`src/rtl/janus_cube_pkg.sv`:
```
// Shared types and constants for the Janus cube tile scheduler.
//   sched_state_e : scheduler FSM states
//   cube_uop_t    : one tile uop at the default L0/ACC sizes
//   *_DEF         : default geometry used as parameter defaults
//   CTRL_*_BIT    : MMIO control register bit positions
package janus_cube_pkg;

    localparam int ARRAY_SIZE_DEF  = 16;
    localparam int L0_ENTRIES_DEF  = 64;
    localparam int ACC_ENTRIES_DEF = 64;
    localparam int IDX_W_DEF       = $clog2(L0_ENTRIES_DEF);
    localparam int CIDX_W_DEF      = $clog2(ACC_ENTRIES_DEF);

    localparam int CTRL_START_BIT  = 0;
    localparam int CTRL_RESET_BIT  = 1;

    typedef enum logic [2:0] {
        IDLE  = 3'd0,
        CHECK = 3'd1,
        ISSUE = 3'd2,
        DRAIN = 3'd3,
        DONE  = 3'd4
    } sched_state_e;

    typedef struct packed {
        logic [IDX_W_DEF-1:0]  a_idx;
        logic [IDX_W_DEF-1:0]  b_idx;
        logic [CIDX_W_DEF-1:0] c_idx;
        logic                  first;
        logic                  last;
    } cube_uop_t;

endpackage

```
`src/rtl/janus_cube_tile_iter.sv`:
```
// Nested m/n/k tile counter (m outer, n middle, k inner).
//   clear          : synchronous return to (0,0,0); wins over advance
//   advance        : step to the next tile coordinate
//   m_lim/n_lim/k_lim : tile counts per dimension (non-zero while in use)
//   m/n/k          : current coordinate
//   m_nx/n_nx/k_nx : coordinate after one advance (lets the caller prepare
//                    the following uop in the same cycle as a handshake)
//   k_wrap         : current k is the last k of its (m,n) pair
//   last           : current coordinate is the final one of the run
module janus_cube_tile_iter #(
    parameter int W = 17
) (
    input  logic         clk,
    input  logic         rst_n,
    input  logic         clear,
    input  logic         advance,
    input  logic [W-1:0] m_lim,
    input  logic [W-1:0] n_lim,
    input  logic [W-1:0] k_lim,
    output logic [W-1:0] m,
    output logic [W-1:0] n,
    output logic [W-1:0] k,
    output logic [W-1:0] m_nx,
    output logic [W-1:0] n_nx,
    output logic [W-1:0] k_nx,
    output logic         k_wrap,
    output logic         last
);

    localparam logic [W-1:0] ONE = W'(1);

    logic n_wrap;
    logic m_wrap;

    assign k_wrap = (k + ONE) == k_lim;
    assign n_wrap = (n + ONE) == n_lim;
    assign m_wrap = (m + ONE) == m_lim;
    assign last   = k_wrap && n_wrap && m_wrap;

    assign k_nx = k_wrap ? '0 : k + ONE;
    assign n_nx = k_wrap ? (n_wrap ? '0 : n + ONE) : n;
    assign m_nx = (k_wrap && n_wrap) ? (m_wrap ? '0 : m + ONE) : m;

    always_ff @(posedge clk or negedge rst_n) begin
        if (!rst_n) begin
            m <= '0;
            n <= '0;
            k <= '0;
        end else if (clear) begin
            m <= '0;
            n <= '0;
            k <= '0;
        end else if (advance) begin
            m <= m_nx;
            n <= n_nx;
            k <= k_nx;
        end
    end

endmodule

```
`src/rtl/janus_cube_uop_sched.sv`:
```
// Tile-level MATMUL scheduler for the Janus cube.
// Latches one MATMUL (M,K,N), splits it into tile uops, issues them to the
// systolic array and counts retirements to raise done.
//   clk, rst_n     : clock, asynchronous active-low reset
//   soft_rst       : synchronous reset pulse, highest priority
//   inst_wr/inst_data : instruction write, [15:0]=M [31:16]=K [47:32]=N
//   start          : launch the latched instruction
//   l0a_valid/l0b_valid : per-entry validity of the L0A/L0B buffers
//   uop_*          : issue channel to the array
//   uop_retire     : one uop has left the array pipeline
//   busy/done/err  : status; done and err are sticky until the next start
//   dbg_state      : current FSM state
//
// Issue handshake: uop_valid is registered and, once high, the uop fields
// hold until the cycle where uop_valid && uop_ready; that cycle is the
// transfer. uop_valid never drops without a transfer (except on reset).
module janus_cube_uop_sched
    import janus_cube_pkg::*;
#(
    parameter int ARRAY_SIZE  = ARRAY_SIZE_DEF,
    parameter int DIM_W       = 16,
    parameter int L0_ENTRIES  = L0_ENTRIES_DEF,
    parameter int ACC_ENTRIES = ACC_ENTRIES_DEF,
    parameter int CNT_W       = 16,
    localparam int IDX_W      = $clog2(L0_ENTRIES),
    localparam int CIDX_W     = $clog2(ACC_ENTRIES)
) (
    input  logic                  clk,
    input  logic                  rst_n,
    input  logic                  soft_rst,
    input  logic                  inst_wr,
    input  logic [63:0]           inst_data,
    input  logic                  start,
    input  logic [L0_ENTRIES-1:0] l0a_valid,
    input  logic [L0_ENTRIES-1:0] l0b_valid,
    output logic                  uop_valid,
    input  logic                  uop_ready,
    output logic [IDX_W-1:0]      uop_a_idx,
    output logic [IDX_W-1:0]      uop_b_idx,
    output logic [CIDX_W-1:0]     uop_c_idx,
    output logic                  uop_first,
    output logic                  uop_last,
    input  logic                  uop_retire,
    output logic                  busy,
    output logic                  done,
    output logic                  err,
    output sched_state_e          dbg_state
);

    localparam int TS_LOG2 = $clog2(ARRAY_SIZE);
    localparam int TW      = DIM_W + 1;
    localparam int PW      = 2 * TW;
    localparam logic [TW-1:0] ROUND   = TW'(ARRAY_SIZE - 1);
    localparam logic [TW-1:0] ONE_T   = TW'(1);
    localparam logic [PW-1:0] L0_LIM  = PW'(L0_ENTRIES);
    localparam logic [PW-1:0] ACC_LIM = PW'(ACC_ENTRIES);
    localparam logic [TW-1:0] ZPAD    = '0;

    sched_state_e state, state_nx;

    logic [DIM_W-1:0] m_dim, k_dim, n_dim;
    logic             inst_present;
    logic [CNT_W-1:0] issued, retired, retired_nx;

    logic [TW-1:0] m_tiles, k_tiles, n_tiles;
    logic [PW-1:0] mk_prod, kn_prod, mn_prod;
    logic          zero_tiles, out_of_range;

    logic [TW-1:0] it_m, it_n, it_k, it_m_nx, it_n_nx, it_k_nx;
    logic          it_k_wrap, it_last;

    logic [TW-1:0] m_sel, n_sel, k_sel;
    logic [PW-1:0] a_full, b_full, c_full;
    logic          sel_first, sel_last, gate;

    logic hs, inst_accept, spurious;
    logic start_acc, load_uop, valid_nx, set_done, set_err, advance;

    assign m_tiles = ({1'b0, m_dim} + ROUND) >> TS_LOG2;
    assign k_tiles = ({1'b0, k_dim} + ROUND) >> TS_LOG2;
    assign n_tiles = ({1'b0, n_dim} + ROUND) >> TS_LOG2;

    assign mk_prod = {ZPAD, m_tiles} * {ZPAD, k_tiles};
    assign kn_prod = {ZPAD, k_tiles} * {ZPAD, n_tiles};
    assign mn_prod = {ZPAD, m_tiles} * {ZPAD, n_tiles};

    assign zero_tiles   = (m_tiles == '0) || (k_tiles == '0) || (n_tiles == '0);
    assign out_of_range = (mk_prod > L0_LIM) || (kn_prod > L0_LIM) || (mn_prod > ACC_LIM);

    assign hs          = uop_valid && uop_ready;
    assign inst_accept = inst_wr && ((state == IDLE) || (state == DONE));
    assign spurious    = uop_retire && (retired == issued);
    assign retired_nx  = (uop_retire && !spurious) ? retired + 1'b1 : retired;

    janus_cube_tile_iter #(.W(TW)) u_iter (
        .clk     (clk),
        .rst_n   (rst_n),
        .clear   (soft_rst || start_acc),
        .advance (advance),
        .m_lim   (m_tiles),
        .n_lim   (n_tiles),
        .k_lim   (k_tiles),
        .m       (it_m),
        .n       (it_n),
        .k       (it_k),
        .m_nx    (it_m_nx),
        .n_nx    (it_n_nx),
        .k_nx    (it_k_nx),
        .k_wrap  (it_k_wrap),
        .last    (it_last)
    );

    // During a transfer the following uop is prepared from the iterator's
    // look-ahead coordinate, which keeps back-to-back issue at 1 uop/cycle.
    assign m_sel = hs ? it_m_nx : it_m;
    assign n_sel = hs ? it_n_nx : it_n;
    assign k_sel = hs ? it_k_nx : it_k;

    // Full-width products; the range check in CHECK guarantees the low bits
    // are the whole index for every coordinate reached in ISSUE.
    assign a_full = {ZPAD, m_sel} * {ZPAD, k_tiles} + {ZPAD, k_sel};
    assign b_full = {ZPAD, k_sel} * {ZPAD, n_tiles} + {ZPAD, n_sel};
    assign c_full = {ZPAD, m_sel} * {ZPAD, n_tiles} + {ZPAD, n_sel};

    assign sel_first = (k_sel == '0);
    assign sel_last  = (k_sel == (k_tiles - ONE_T));
    assign gate      = l0a_valid[a_full[IDX_W-1:0]] && l0b_valid[b_full[IDX_W-1:0]];

    logic unused_bits;
    assign unused_bits = ^{inst_data[63:48], a_full[PW-1:IDX_W], b_full[PW-1:IDX_W],
                           c_full[PW-1:CIDX_W], it_k_wrap};

    always_comb begin
        state_nx  = state;
        valid_nx  = uop_valid;
        load_uop  = 1'b0;
        start_acc = 1'b0;
        set_done  = 1'b0;
        set_err   = 1'b0;
        advance   = 1'b0;
        case (state)
            IDLE, DONE: begin
                if (start && (inst_present || inst_wr)) begin
                    start_acc = 1'b1;
                    state_nx  = CHECK;
                end
            end
            CHECK: begin
                if (zero_tiles) begin
                    state_nx = DONE;
                    set_done = 1'b1;
                end else if (out_of_range) begin
                    state_nx = DONE;
                    set_done = 1'b1;
                    set_err  = 1'b1;
                end else begin
                    state_nx = ISSUE;
                    valid_nx = gate;
                    load_uop = gate;
                end
            end
            ISSUE: begin
                if (hs) begin
                    advance = 1'b1;
                    if (it_last) begin
                        state_nx = DRAIN;
                        valid_nx = 1'b0;
                    end else begin
                        valid_nx = gate;
                        load_uop = gate;
                    end
                end else if (!uop_valid) begin
                    valid_nx = gate;
                    load_uop = gate;
                end
            end
            DRAIN: begin
                if (retired_nx == issued) begin
                    state_nx = DONE;
                    set_done = 1'b1;
                end
            end
            default: state_nx = IDLE;
        endcase
    end

    always_ff @(posedge clk or negedge rst_n) begin
        if (!rst_n) begin
            state <= IDLE;
        end else if (soft_rst) begin
            state <= IDLE;
        end else begin
            state <= state_nx;
        end
    end

    always_ff @(posedge clk or negedge rst_n) begin
        if (!rst_n) begin
            m_dim        <= '0;
            k_dim        <= '0;
            n_dim        <= '0;
            inst_present <= 1'b0;
            uop_valid    <= 1'b0;
            uop_a_idx    <= '0;
            uop_b_idx    <= '0;
            uop_c_idx    <= '0;
            uop_first    <= 1'b0;
            uop_last     <= 1'b0;
            issued       <= '0;
            retired      <= '0;
            done         <= 1'b0;
            err          <= 1'b0;
        end else if (soft_rst) begin
            m_dim        <= '0;
            k_dim        <= '0;
            n_dim        <= '0;
            inst_present <= 1'b0;
            uop_valid    <= 1'b0;
            uop_a_idx    <= '0;
            uop_b_idx    <= '0;
            uop_c_idx    <= '0;
            uop_first    <= 1'b0;
            uop_last     <= 1'b0;
            issued       <= '0;
            retired      <= '0;
            done         <= 1'b0;
            err          <= 1'b0;
        end else begin
            if (inst_accept) begin
                m_dim        <= inst_data[DIM_W-1:0];
                k_dim        <= inst_data[16 +: DIM_W];
                n_dim        <= inst_data[32 +: DIM_W];
                inst_present <= 1'b1;
            end
            uop_valid <= valid_nx;
            if (load_uop) begin
                uop_a_idx <= a_full[IDX_W-1:0];
                uop_b_idx <= b_full[IDX_W-1:0];
                uop_c_idx <= c_full[CIDX_W-1:0];
                uop_first <= sel_first;
                uop_last  <= sel_last;
            end
            if (start_acc) begin
                done    <= 1'b0;
                err     <= 1'b0;
                issued  <= '0;
                retired <= '0;
            end else begin
                if (hs) begin
                    issued <= issued + 1'b1;
                end
                retired <= retired_nx;
                if (set_done) begin
                    done <= 1'b1;
                end
                if (set_err || spurious) begin
                    err <= 1'b1;
                end
            end
        end
    end

    assign busy      = (state == CHECK) || (state == ISSUE) || (state == DRAIN);
    assign dbg_state = state;

endmodule
```
`config.mk`:
```
export PLATFORM = sky130hd
export DESIGN_NAME = janus_cube_uop_sched
export DESIGN_NICKNAME = d
export VERILOG_FILES = /design/src/rtl/janus_cube_pkg.sv /design/src/rtl/janus_cube_tile_iter.sv /design/src/rtl/janus_cube_uop_sched.sv
export SDC_FILE = /design/constraint.sdc
export NUM_CORES = 2
export LEC_CHECK = 0
export ABC_AREA = 1
export CAP_MARGIN = 20
export CELL_PAD_IN_SITES_DETAIL_PLACEMENT = 1
export CELL_PAD_IN_SITES_GLOBAL_PLACEMENT = 1
export CORE_MARGIN = 2
export CORE_UTILIZATION = 45
export CTS_CLUSTER_DIAMETER = 100
export DETAILED_ROUTE_END_ITERATION = 10
export PLACE_DENSITY_LB_ADDON = 0.1
export SLEW_MARGIN = 40
export SYNTH_ARGS = -nofsm -noshare
export SYNTH_HDL_FRONTEND = slang
export SYNTH_SLANG_ARGS = --single-unit
```
`constraint.sdc`:
```
create_clock -name clk -period 9.77 [get_ports clk]
set_clock_uncertainty 0.05 [all_clocks]
set_input_delay 0.977 -clock clk [delete_from_list [all_inputs] [get_ports clk]]
set_output_delay 0.977 -clock clk [all_outputs]
set_load 0.03 [all_outputs]
```
-- After elaboration in Yosys (flattened, before gate mapping)
Cells that the tools add are included.
- add/subtract/negate cells: 12
- multiply operators: 6
- magnitude comparators: 5
- equality and inequality tests: 16
- multiplexer cells: 78
- reductions and logical operators: 34
- operator list (kind ; count):
    17-bit two-way mux ; 13
    16-bit two-way mux ; 12
    26-bit by 7-bit > comparator with 1-bit output (second input constant) ; 3
    13-bit by 13-bit multiplier with 26-bit output ; 3
    17-bit logical NOT ; 4
    16-bit by 4-bit adder with 17-bit output (second input constant) ; 3
    17-bit by 1-bit adder with 17-bit output (second input constant) ; 3
    17-bit by 13-bit equality test with 1-bit output ; 3
    17-bit by 13-bit multiplier with 6-bit output ; 3
    6-bit two-way mux ; 7
    1-bit two-way mux ; 33
    16-bit by 1-bit adder with 16-bit output (second input constant) ; 2
    16-bit equality test ; 2
    3-bit two-way mux ; 7
    6-bit adder ; 3
    3-bit inequality test (second input constant) ; 6
    17-bit equality test ; 1
    6-bit by 7-bit < comparator with 1-bit output (second input constant) ; 2
    13-bit by 1-bit subtractor with 14-bit output (second input constant) ; 1
    1-bit binary-select mux with 6-bit select ; 2
    3-bit one-hot mux with 4 select lines ; 1
    3-bit nonzero test ; 4
    1-bit logical OR ; 10
    1-bit logical AND ; 8
    10 further kinds ; 15
- bits in registers: 158
- output and inout port bits: 27
- word-level logic and storage cells: 169

-- Logic depth before layout (Yosys ltp)
- word-level depth: 15
- gate-level depth with buffers: 47
- mapped depth without buffers: 46

-- Modules after synthesis
A second synthesis with hierarchy kept.
- cells, all modules: 5260
- area, all modules: 34360.5 µm²
- modules (own cells, without submodules) (module ; times used ; cells each ; area each (µm²) ; sequential area each (µm²)):
    janus_cube_uop_sched ; 1 ; 4289 ; 28916.5 ; 2677.6
    janus_cube_tile_iter ; 1 ; 971 ; 5444.0 ; 1276.2

-- Least setup slack after synthesis
No wires, ideal clock.
- kind: register to register
- from: register n_dim[0]
- to: register uop_b_idx[2]
- library setup time: 0.119 ns
- arrival time: 7.167 ns
- setup slack: 2.434 ns
- stages on the path, launching flop included: 37
- cells stage by stage: dfrtp_1 > nor2_1 > nand2_2 > nand2_1 > nand2_1 > inv_1 > clkbuf_1 > buf_1 > nand2_1 > fa_1 > inv_1 > fa_1 > fa_1 > inv_1 > fa_1 > fa_1 > inv_1 > ha_1 > a21oi_1 > o21a_1 > nand2_1 > a21boi_0 > o21ai_0 > a21boi_0 > inv_1 > a21oi_1 > xor2_1 > or2_2 > nor3_1 > nand3b_1 > nand2_1 > nand3_1 > nor2_1 > nand4_2 > buf_2 > nand4_1 > nand2_1
- word-level cells in the longest chain between the ends: 14
- elaborated cells between the ends (all ways): 35
- classes of those cells: add/sub: 3; mul: 4; order compare: 2; eq/ne: 1; mux: 17; reduce/logical: 8
- ends and longest elaborated chain (what ; RTL line ; text):
    start: declaration ; janus_cube_uop_sched.sv:61 ; logic [DIM_W-1:0] m_dim, k_dim, n_dim;
    start signal: assignment ; janus_cube_uop_sched.sv:232 ; n_dim <= inst_data[32 +: DIM_W];
    16-bit by 4-bit adder with 17-bit output (*) ; janus_cube_uop_sched.sv:81 ; assign n_tiles = ({1'b0, n_dim} + ROUND) >> TS_LOG2;
    17-bit by 13-bit equality test with 1-bit output ; janus_cube_tile_iter.sv:36 ; assign n_wrap = (n + ONE) == n_lim;
    1-bit logical AND ; janus_cube_tile_iter.sv:38, janus_cube_tile_iter.sv:42 ;
    17-bit two-way mux ; janus_cube_tile_iter.sv:42 ; assign m_nx = (k_wrap && n_wrap) ? (m_wrap ? '0 : m + ONE) : m;
    17-bit two-way mux ; janus_cube_uop_sched.sv:115 ; assign m_sel = hs ? it_m_nx : it_m;
    17-bit by 13-bit multiplier with 6-bit output ; janus_cube_uop_sched.sv:121 ; assign a_full = {ZPAD, m_sel} * {ZPAD, k_tiles} + {ZPAD, k_sel};
    6-bit adder ; janus_cube_uop_sched.sv:121 ;
    1-bit binary-select mux with 6-bit select ; janus_cube_uop_sched.sv:127 ; assign gate = l0a_valid[a_full[IDX_W-1:0]] && l0b_valid[b_full[IDX_W-1:0]];
    1-bit two-way mux (implied by the code) ; janus_cube_uop_sched.sv:127 ;
    1-bit logical AND ; janus_cube_uop_sched.sv:127 ;
    1-bit two-way mux, on equally long branches ; janus_cube_uop_sched.sv:172, janus_cube_uop_sched.sv:152, janus_cube_uop_sched.sv:165 ;
    1-bit two-way mux, on equally long branches ; janus_cube_uop_sched.sv:163, janus_cube_uop_sched.sv:149 ;
    1-bit one-hot mux with 2 select lines ; janus_cube_uop_sched.sv:141 ; case (state)
    2-bit nonzero test (no line) ; -- ;
    end signal: assignment ; janus_cube_uop_sched.sv:238 ; uop_b_idx <= b_full[IDX_W-1:0];
    end: declaration ; janus_cube_uop_sched.sv:39 ; output logic [IDX_W-1:0] uop_b_idx,
Every way passes the cells marked *; elsewhere a longest branch is shown, timed or not. The select of a mux whose other input is x is not followed.
A chain may end at the register's enable or synchronous reset.

-- Worst setup path after layout
- from: register n_dim[4]
- to: register uop_c_idx[4]
- word-level cells in the longest chain between the ends: 14
- elaborated cells between the ends (all ways): 37
- classes of those cells: add/sub: 4; mul: 5; order compare: 2; eq/ne: 1; mux: 17; reduce/logical: 8
- ends and longest elaborated chain (what ; RTL line ; text):
    16-bit by 4-bit adder with 17-bit output (*) ; janus_cube_uop_sched.sv:81 ;
    17-bit by 13-bit equality test with 1-bit output ; janus_cube_tile_iter.sv:36 ;
    1-bit logical AND ; janus_cube_tile_iter.sv:38, janus_cube_tile_iter.sv:42 ;
    17-bit two-way mux ; janus_cube_tile_iter.sv:42 ;
    17-bit two-way mux ; janus_cube_uop_sched.sv:115 ;
    17-bit by 13-bit multiplier with 6-bit output ; janus_cube_uop_sched.sv:121 ;
    6-bit adder ; janus_cube_uop_sched.sv:121 ;
    1-bit binary-select mux with 6-bit select ; janus_cube_uop_sched.sv:127 ;
    1-bit two-way mux (implied by the code) ; janus_cube_uop_sched.sv:127 ;
    1-bit logical AND ; janus_cube_uop_sched.sv:127 ;
    1-bit two-way mux, on equally long branches ; janus_cube_uop_sched.sv:172, janus_cube_uop_sched.sv:152, janus_cube_uop_sched.sv:165 ;
    1-bit two-way mux, on equally long branches ; janus_cube_uop_sched.sv:163, janus_cube_uop_sched.sv:149 ;
    1-bit one-hot mux with 2 select lines ; janus_cube_uop_sched.sv:141 ;
    2-bit nonzero test (no line) ; -- ;
    end signal: assignment ; janus_cube_uop_sched.sv:239 ; uop_c_idx <= c_full[CIDX_W-1:0];
    end: declaration ; janus_cube_uop_sched.sv:40 ; output logic [CIDX_W-1:0] uop_c_idx,
Marked as above.

==> results.tsv <==
metric	value	unit
Post-CTS Setup Inserts	0	
Fmax achieved	112	MHz
Final Max Slew Viols	0	
critical path required time	10.06	ns
TritonCTS buffer count	17	
Post-Synth XOR/XNOR Area	0.0439	
Initial Utilization	0.453	
die area	70900	sq um
synth top area cells	fa_1 (25%), dfrtp_1 (13%), nand2_1 (13%)	
GRT Total Usage	0.322	
critical path type	register to register	
RSZ-0062 raised after global routing	false	
Syn Nets	5226	
Primary FF master, synth	dfrtp_1	
synth unique cells	60	
area leader, netlist	fa_1	
largest net degree at the start of global routing	93	
sequential share of the synthesized area	0.128	
Port Buffer Count	209	
Compound-Gate Fraction of Synth Area	0.0811	
post-synth top area share	0.248	
Boundary Pins	226	
layout cells sized above 1	0.0470	
count of final hold-check violations	0	
First DRT Iteration DRCs	1768	
Synth Area in Simple Gates	0.271	
CTS root buf	clkbuf_16	
Max-slew headroom	0.412	
critical path's most frequent cell	nand2_1	
global-route wire length before repair	178000	um
via count	29900	
Post-synth EDFFs	0	
area of the multi-input gates	23200	sq um
Hold Path Class	input port to asynchronous set/reset pin	
fin nets	5383	
CTS tree	done	
Cells after Synth	4385	
Arr. time, crit path	9.23	ns
routability congestion estimate	0.934	
Tmin final	8.94	ns
Crit. End Element	register	
Adder-Cell Fraction of Synth Area	0.352	
syn_area_per_cell	7.06	sq um
setup TNS	0	ns
Routed WL	111000	um
LEAKAGE	17.9	nW
setup violators final	0	
vias in the first global route	32200	
FF+latch area	3950	sq um
async set-or-reset flop fraction in the synthesized netlist	1.00	
via/cell ratio	5.51	
Critical Path Start Type	register	
Placeable Area	68300	sq um
CTS clk-pin slew, worst paths	0.07	ns
Pwr Density	103	nW/um^2
Worst Tran Pin Value	0.877	ns
Core Rows	96	
post-synthesis mux area share	0	
die height	266	um
Top delay family on crit path	adder cells	
largest family of logic cells by synthesized area	adder cells	
crit path buf inv count	4	
fillers	8907	
clk_lat worst skew	0.47	ns
synthesized area	31000	sq um
Area after DPL	34200	sq um
most frequent cells after synthesis	nand2_1 (1040), inv_1 (824), nor2_1 (445)	
Synth-to-Final Area Change	12.4	%
count leader, synth	nand2_1	
period utilization	0.915	
post-detail-place hpwl	87200	um
initial antenna violation count	0	
WL/cell	20.4	um
diodes inserted	0	
Yosys warnings	0	
Pre-Repair DR Iteration Count	6	
Clock Tree Buf Depth	2	
status	finished clean	
Die W	266	um
max_cap viols	0	
flops & latches, synth	158	
CP peak stage delay	0.60	ns
largest fanout on the critical path	26	
grt total ovfl	0	
DRC viols	0	
antenna-violating nets left	0	
Peak VDD IR	150	uV
slowest cell on the critical path	inv_2	
Clock Sinks	158	
# H-tree levels	4	
Final Instance Area	34800	sq um
==> per-stage QoR <==
| stage | util | hold slack, ns | power, W | setup slack [ns] | cells |
|---|---|---|---|---|---|
| after floorplan | - | 0.426 | 0.00220 | 2.43 | 4385 |
| after global placement | 0.500 | 0.429 | 0.00286 | 0.890 | 5404 |
| after detailed placement | 0.500 | 0.462 | 0.00292 | 0.657 | 5404 |
| after CTS | 0.509 | 0.479 | 0.00362 | 0.591 | 5436 |
| after global routing | 0.509 | 0.361 | 0.00395 | 0.161 | 5437 |
| final | 0.509 | 0.339 | 0.00359 | 0.829 | 5437 |
==> state kept, by name, indices dropped and copies added (netlist names) <==
name / count
u_iter.k: 17
uop_c_idx: 6
m_dim: 16
done: 1
inst_present: 1
retired: 16
k_dim: 16
uop_last: 1
u_iter.m: 17
n_dim: 16
dbg_state: 3
uop_b_idx: 6
uop_a_idx: 6
uop_valid: 1
issued: 16
uop_first: 1
u_iter.n: 17
err: 1
==> final cells by class <==
cell class / count / share of cell area
sequential: 158 / 0.114
clock buffer: 19 / 0.0124
multi-input combinational: 3215 / 0.667
clock inverter: 13 / 0.00359
timing repair buffer: 294 / 0.0792
inverter: 856 / 0.0926
tap: 882 / 0.0317
==> cells by family (layout without fill, tap and decap cells) <==
group | count (synthesis) | after routing
buffers and inverters | 1012 | 1182
adder cells (fa/ha/maj) | 642 | 642
AND/OR/NAND/NOR | 1976 | 1976
flip-flops | 158 | 158
AO/OA/AOI/OAI | 446 | 446
XOR/XNOR | 151 | 151
==> routing by layer <==
metal,wire [um],GRT usage,up-vias,part of all wire
li1,-,-,13900,-
met1,47100,0.422,15000,0.42
met2,53400,0.553,826,0.48
met3,6120,0.0335,211,0.055
met4,4240,0.110,0,0.038
met5,0,0,-,0
==> final timing paths <==
check	startpoint	end	slack [ns]	depth (start not counted)
setup reg to reg	n_dim[4]$_DFFE_PN0P_	uop_c_idx[4]$_DFFE_PN0P_	0.83	33
min in group clk	m_dim[2]$_DFFE_PN0P_	m_dim[2]$_DFFE_PN0P_	0.47	2
max in group asynchronous	rst_n	u_iter.k[9]$_DFFE_PN0P_	7.96	3
setup / recovery	n_dim[4]$_DFFE_PN0P_	uop_c_idx[4]$_DFFE_PN0P_	0.83	33
hold / removal	rst_n	uop_a_idx[0]$_DFFE_PN0P_	0.34	1
hold reg to reg	m_dim[2]$_DFFE_PN0P_	m_dim[2]$_DFFE_PN0P_	0.47	2
==> what timing repair did <==
action / CTS / global route
hold buffers: 0 / 0
resized for setup: 0 / 3
setup endpoints to repair: 0 / 20
==> power breakdown <==
part	switching [W]	internal, W	total [W]
combinational	0.00143	0.000800	0.00223
clock	0.000341	0.000336	0.000678
sequential	0.0000172	0.000672	0.000690
==> cell usage in the layout, fill, tap and decap left out, types with 15 or more instances in the layout <==
cell type | netlist | final
nand2_1 | 1040 | 1038
inv_1 | 824 | 819
nor2_1 | 445 | 445
fa_1 | 384 | 384
ha_1 | 258 | 258
nand3_1 | 254 | 253
clkdlybuf4s50_1 | 0 | 208
a21oi_1 | 166 | 166
o21ai_0 | 163 | 163
dfrtp_1 | 158 | 158
xor2_1 | 102 | 102
nand4_1 | 83 | 83
buf_4 | 2 | 83
nor3_1 | 55 | 55
xnor2_1 | 45 | 45
o22ai_1 | 34 | 34
inv_2 | 16 | 18
nand2_2 | 17 | 17
nor4_1 | 18 | 17
clkbuf_16 | 0 | 17
a22oi_1 | 15 | 15
Note: power is estimated with default switching activity, not from simulation.
